==> config.mk <==
export PLATFORM = sky130hd
export DESIGN_NAME = imm_stage
export DESIGN_NICKNAME = d
export VERILOG_FILES = /design/src/rtl/imm_stage.sv
export SDC_FILE = /design/constraint.sdc
export NUM_CORES = 1
export LEC_CHECK = 0
export ABC_AREA = 0
export CAP_MARGIN = 40
export CORE_UTILIZATION = 54
export DETAILED_ROUTE_END_ITERATION = 8
export GPL_TIMING_DRIVEN = 0
export MAX_ROUTING_LAYER = met4
export PLACE_DENSITY = 0.85
export SLEW_MARGIN = 20
export SYNTH_ARGS = -nofsm -noshare
export SYNTH_HDL_FRONTEND = slang
export SYNTH_SLANG_ARGS = --single-unit
==> constraint.sdc <==
create_clock -name i_clk -period 5.2 [get_ports i_clk]
set_input_delay 1.3 -clock i_clk [delete_from_list [all_inputs] [get_ports i_clk]]
set_output_delay 1.3 -clock i_clk [all_outputs]
set_load 0.05 [all_outputs]
==> src/rtl/imm_stage.sv <==
// imm_stage: RISC-V immediate decoder feeding a DEPTH-entry FIFO with ready/valid on both sides
module imm_stage #(
  parameter int XLEN = 32,
  parameter int DEPTH = 2
) (
  input  logic            i_clk,
  input  logic            i_rst,
  input  logic            i_valid,
  output logic            o_ready,
  input  logic [31:0]     i_inst,
  output logic            o_valid,
  input  logic            i_ready,
  output logic [XLEN-1:0] o_immediate,
  output logic [6:0]      o_format,
  output logic            o_illegal,
  output logic [7:0]      o_illegal_count
);
  localparam int AW = $clog2(DEPTH);
  localparam logic [AW:0] FULL = (AW+1)'(DEPTH);
  localparam logic [6:0] SYS = 7'b1110011;
  logic [6:0] op, fmt;
  logic [31:0] imm32;
  logic [XLEN-1:0] imm;
  logic ill, push, pop;
  logic [AW-1:0] rptr, wptr;
  logic [AW:0] count;
  logic [XLEN+7:0] mem [DEPTH];
  assign op = i_inst[6:0];
  assign fmt = {op == SYS && i_inst[14],
                op == 7'b1101111,
                op == 7'b0110111 || op == 7'b0010111,
                op == 7'b1100011,
                op == 7'b0100011,
                op == 7'b0010011 || op == 7'b0000011 || op == 7'b1100111 || (op == SYS && !i_inst[14]),
                op == 7'b0110011};
  assign ill = fmt == 7'd0;
  always_comb begin
    imm32 = fmt[1] ? {{20{i_inst[31]}}, i_inst[31:20]} :
            fmt[2] ? {{20{i_inst[31]}}, i_inst[31:25], i_inst[11:7]} :
            fmt[3] ? {{19{i_inst[31]}}, i_inst[31], i_inst[7], i_inst[30:25], i_inst[11:8], 1'b0} :
            fmt[4] ? {i_inst[31:12], 12'b0} :
            fmt[5] ? {{11{i_inst[31]}}, i_inst[31], i_inst[19:12], i_inst[20], i_inst[30:21], 1'b0} :
            32'd0;
    imm = fmt[6] ? XLEN'(i_inst[19:15]) : XLEN'($signed(imm32));
  end
  assign o_ready = count < FULL && !i_rst;
  assign o_valid = count != '0 && !i_rst;
  assign push = i_valid && o_ready;
  assign pop = o_valid && i_ready;
  assign {o_immediate, o_format, o_illegal} = o_valid ? mem[rptr] : '0;
  always_ff @(posedge i_clk) begin
    if (i_rst) begin
      rptr <= '0;
      wptr <= '0;
      count <= '0;
      o_illegal_count <= '0;
    end else begin
      if (push) begin
        mem[wptr] <= {imm, fmt, ill};
        wptr <= wptr + 1'b1;
      end
      if (pop) rptr <= rptr + 1'b1;
      count <= push && !pop ? count + 1'b1 : !push && pop ? count - 1'b1 : count;
      o_illegal_count <= push && ill && o_illegal_count != 8'hFF ? o_illegal_count + 8'd1 : o_illegal_count;
    end
  end
endmodule

After elaboration in Yosys (flattened, before gate mapping)
Memory sizes are Yosys's and may differ from the RTL's. A register that Yosys moved wholly into a read port is not among the register bits.
Index checks and enable logic that the tools add are counted.
{ "totals": {"ff_bits": 12, "mem_bits_rw": 80, "word_cells": 57, "n_memories": 1} }
{ "mem_list": {"columns": ["name", "words", "word_bits", "read_ports", "rd_ports_with_merged_regs", "wr", "line_no", "rtl"], "rows": [
  ["mem", 2, 40, 1, 1, 1, "27", "logic [XLEN+7:0] mem [DEPTH];"]
]} }
{ "op_classes": {"n_mux": 14, "reduce_logical": 21, "n_lt_le_gt_ge": 1, "eq_ne": 11, "add_sub_neg": 5} }
{ "ops": {"columns": ["cell", "n"], "rows": [
  ["32-bit 2-to-1 mux", 6],
  ["40-bit 2-to-1 mux", 1],
  ["7-bit equality test (second input constant)", 4],
  ["7-bit by 6-bit equality test with 1-bit output (second input constant)", 3],
  ["7-bit by 5-bit equality test with 1-bit output (second input constant)", 2],
  ["1-bit logical AND", 10],
  ["8-bit by 1-bit adder with 8-bit output (second input constant)", 1],
  ["8-bit inequality test (second input constant)", 1],
  ["7-bit by 2-bit equality test with 1-bit output (second input constant)", 1],
  ["7-bit logical NOT", 1],
  ["1-bit 2-to-1 mux", 5],
  ["1-bit logical NOT", 4],
  ["1-bit logical OR", 4],
  ["2-bit 2-to-1 mux", 2],
  ["2-bit nonzero test", 2],
  ["1-bit adder (second input constant)", 2],
  ["2-bit by 1-bit adder with 2-bit output (second input constant)", 1],
  ["2-bit < comparator (second input constant)", 1],
  ["2-bit by 1-bit subtractor with 2-bit output (second input constant)", 1]
]} }

Logic depth before layout (Yosys ltp)
{ "depth": {"depth_word": 7, "ltp_mapped": 8, "depth_no_buf": 8} }

Worst setup path after synthesis
Ideal clock, no wire load.
{ "synth_timing": {"path_kind": "input port to flip-flop", "from": "input i_rst", "to": "memory mem[0][0] (netlist bit), enable pin", "cell_stages": 2, "n_path_buf": 0, "setup_slack_ns": 1.381, "setup_time_ns": 0.442, "arrival_ns": 3.377, "path_cell_list": "nor3b_4 -> nor2b_1"} }
{ "synth_between": {"elab_chain_cells": 6} }
{ "synth_lines": {"columns": ["element", "line_no", "rtl"], "rows": [
  ["start: declaration", "7", "input logic i_rst,"],
  ["1-bit logical NOT", "46", "assign o_ready = count < FULL && !i_rst;"],
  ["1-bit logical AND", "46", null],
  ["1-bit logical AND", "48", "assign push = i_valid && o_ready;"],
  ["1-bit 2-to-1 mux", "58", "if (push) begin"],
  ["1-bit 2-to-1 mux (*)", "52", "if (i_rst) begin"],
  ["1-bit 2-to-1 mux (not written as such) (*)", "59", "mem[wptr] <= {imm, fmt, ill};"],
  ["end: declaration", "27", null]
]} }
Mark *: on every way between the ends. The rest lies on a longest branch, timed or not.

Worst setup path after layout
{ "layout_timing": {"from": "input i_rst", "to": "output o_format[2]"} }
{ "layout_between": {"elab_chain_cells": 3} }
{ "layout_lines": {"columns": ["element", "line_no", "rtl"], "rows": [
  ["1-bit logical NOT", "47", "assign o_valid = count != '0 && !i_rst;"],
  ["1-bit logical AND", "47", null],
  ["40-bit 2-to-1 mux", "50", "assign {o_immediate, o_format, o_illegal} = o_valid ? mem[rptr] : '0;"],
  ["end: declaration", "14", "output logic [6:0] o_format,"]
]} }
No other way between the ends.

==> metrics.md <==
| Metric | Value |
|---|---|
| Met3 usage | 3.79% |
| DRC Markers | 0 |
| Number of global-route vias before repair | 2873 |
| Post-synth EDFFs | 80 |
| Drt via density | 5.57 |
| Post-cts sizing count | 0 |
| Busiest grt layer | met2 |
| Worst Path Arrival | 3730 ps |
| CTS Sinks | 93 |
| Sequential share of the synthesized area | 62.6% |
| Starting Density | 55.4% |
| Post-synthesis simple-gate area fraction | 13.8% |
| Synth Cell Area | 4260 um2 |
| RSZ-0062 raised after global routing | no |
| Leakage | 0.00189 uW |
| Detailed-route via count | 3080 |
| Minimum clock period | 5030 ps |
| Fin. Hold Viols | 0 |
| Clk pin slew, worst setup/hold paths | 90 ps |
| Syn_nets | 387 |
| Global routing usage on met1 | 28.7% |
| GRT Resource Usage Total | 23.0% |
| Placed Instances | 537 |
| Die area | 8240 um2 |
| Final WL | 8990 um |
| Grt met2 use | 37.4% |
| I/O pin total | 86 |
| Area Overhead vs Synth | 29.3% |
| Slew Viols, Final | 0 |
| Synth Instances | 349 |
| Clock skew | 5.29 ps |
| Synth Warn # | 0 |
| Worst-Skew Late Latency | 360 ps |
| Crit end category | output port |
| CTS H-tree lvls | 3 |
| DP Area | 5280 um2 |
| Synth Area in XOR/XNOR | 0.823% |
| Status | completed |
| Synth cell types | 57 |
| Worst Setup Start Kind | primary input |
| First-pass GRT wire length | 14000 um |
| Logic pwr share | 23.3% |
| CTS Hold Bufs | 0 |
| Yosys reg bits | 93 |
| ANT cells | 0 |
| Detailed placement HPWL | 6230 um |
| Detailed-router iteration count before antenna repair | 4 |
| GRT overflow | 0 |
| Post-synthesis adder-cell area fraction | 0.588% |
| Post-CTS setup buffer count | 0 |
| Chip height | 90.8 um |
| Max-Cap Viols | 0 |
| Setup WS post-layout | 171 ps |
| Core area | 7690 um2 |
| Dominant synthesized flop cell | edfxtp_1 |
| Num rows | 32 |
| Path category of the worst min-delay check | flip-flop to flip-flop |
| Worst Path Class, Setup | primary input to output port |
| Sequential power share | 47.5% |
| Crit path max fanout | 10 |
| Clk pwr share | 29.2% |
| Final worst-path cycle share | 96.7% |
| TritonCTS clock tree | yes |
| Routed Antenna Nets | 0 |
| Setup slack at placement | 203 ps |
| Highest-count cells in the layout ignoring fill and taps | 84 x clkdlybuf4s50_1, 80 x edfxtp_1, 60 x nor2_1 |
| Power Internal | 1270 uW |
| Critical path required time | 3900 ps |
| Relative slew slack | 46.6% |
| Worst Tran Pin Value | 799 ps |
| Number of port buffers | 84 |
| Clk buf depth | 2 |
| Syn avg cell area | 12.2 um2 |
| Sw Ratio | 30.0% |
| Layout cells sized above 1 | 8.20% |
| Per-cell routed wire length | 16.3 um |
| Placer Congestion | 0.884 |
| Final hold slack | 519 ps |
| P_sw | 546 uW |
| Iter 0 DRT Violations | 178 |
| Setup-failing EPs final | 0 |
| Synth Area in Compound Gates | 9.14% |
| Number of buffers created by CTS | 9 |
| PD cells | 331 nW/um2 |
| Asr flop ratio synth | 0% |
| Most common cell after layout, fill and taps aside | clkdlybuf4s50_1 |
| Largest net degree at the start of global routing | 29 |
| Antenna violations before repair | 0 |
| Final core occ | 71.6% |
| Finished Layout Cells | 553 |
| Worst IR Drop VDD | 0.187 mV |
| Die W | 90.8 um |
| Fmax | 199 MHz |
| Finished layout cell area | 5500 um2 |
| Clk root buf | clkbuf_8 |
| Final #Nets | 484 |
| Multiplexer area fraction after synthesis | 10.0% |
| Main combinational cell family by area after synthesis | simple AND/OR/NAND/NOR gates |
| Fillcell total | 520 |
==> metal layers <==
metal	share of wire, %	vias up
li1	-	1466
met1	43	1487
met2	51	114
met3	4.8	13
met4	1.4	0
met5	0	-
==> Yosys cell counts (all sizes together), types with 4 or more instances <==
cell / count / area share (%)
nand3: 6 / 0.71
nor2b: 4 / 0.59
edfxtp: 80 / 56
dfxtp: 13 / 6.1
o21ai: 21 / 2.5
a21o: 5 / 0.88
mux2i: 40 / 9.4
buf: 9 / 1.2
a21oi: 11 / 1.5
a22o: 4 / 0.82
clkbuf: 10 / 0.97
nor2: 62 / 5.6
nand2: 20 / 1.8
and2: 9 / 1.3
inv: 9 / 0.85
==> layout make-up <==
| class | count | area [um2] | share of cell area (%) |
|---|---|---|---|
| plain buffers | 19 | 92.6 | 1.68 |
| clock inverters | 7 | 98.8 | 1.80 |
| clock buffers | 9 | 124 | 2.25 |
| multi-input cells | 228 | 1470 | 26.8 |
| flip-flops and latches | 93 | 2660 | 48.4 |
| repair buffers | 86 | 888 | 16.1 |
| inverters | 9 | 36.3 | 0.659 |
| well taps | 102 | 128 | 2.32 |
==> power groups by stage <==
stage                     clock (uW)  sequential (uW)  combinational, uW
after floorplan                    0              885                269
after global placement             0              881                410
after detailed placement           0              882                424
after CTS                        533              865                427
after global routing             562              868                447
final                            531              865                425
==> worst max-delay path, cell delays in order <==
cell and delay [ps]:
clkdlybuf4s50_1 590, inv_1 150, o21ai_1 310, clkbuf_1 480, nor2_1 160, clkdlybuf4s50_1 730
==> sequential cells by signal, summed over array words and instances, names as in the netlist, named ones only <==
name,count
o_illegal_count,8
mem,80
rptr,1
wptr,1
count,2
==> cell families after synthesis <==
kind of cell | after synthesis
AO/OA/AOI/OAI | 58
XOR/XNOR | 4
adder cells (fa/ha/maj) | 2
buffers and inverters | 28
flip-flops | 93
multiplexers | 42
AND/OR/NAND/NOR | 122
==> worst paths after layout <==
check	start	cells after the start	slack, ps	endpoint
max	i_rst	6	170	o_format[2]
min	o_illegal_count[6]	2	520	o_illegal_count[6]
max reg2reg	count[1]	3	3260	mem[0][23]
min reg2reg	o_illegal_count[6]	2	520	o_illegal_count[6]
==> per-stage QoR <==
stage / TNS, ps / power [uW]
floorplan: 0 / 1150
global placement: -2290 / 1290
detailed placement: 0 / 1310
CTS: 0 / 1820
global route: 0 / 1880
finish: 0 / 1820
Note: power is estimated with default switching activity, not from simulation.
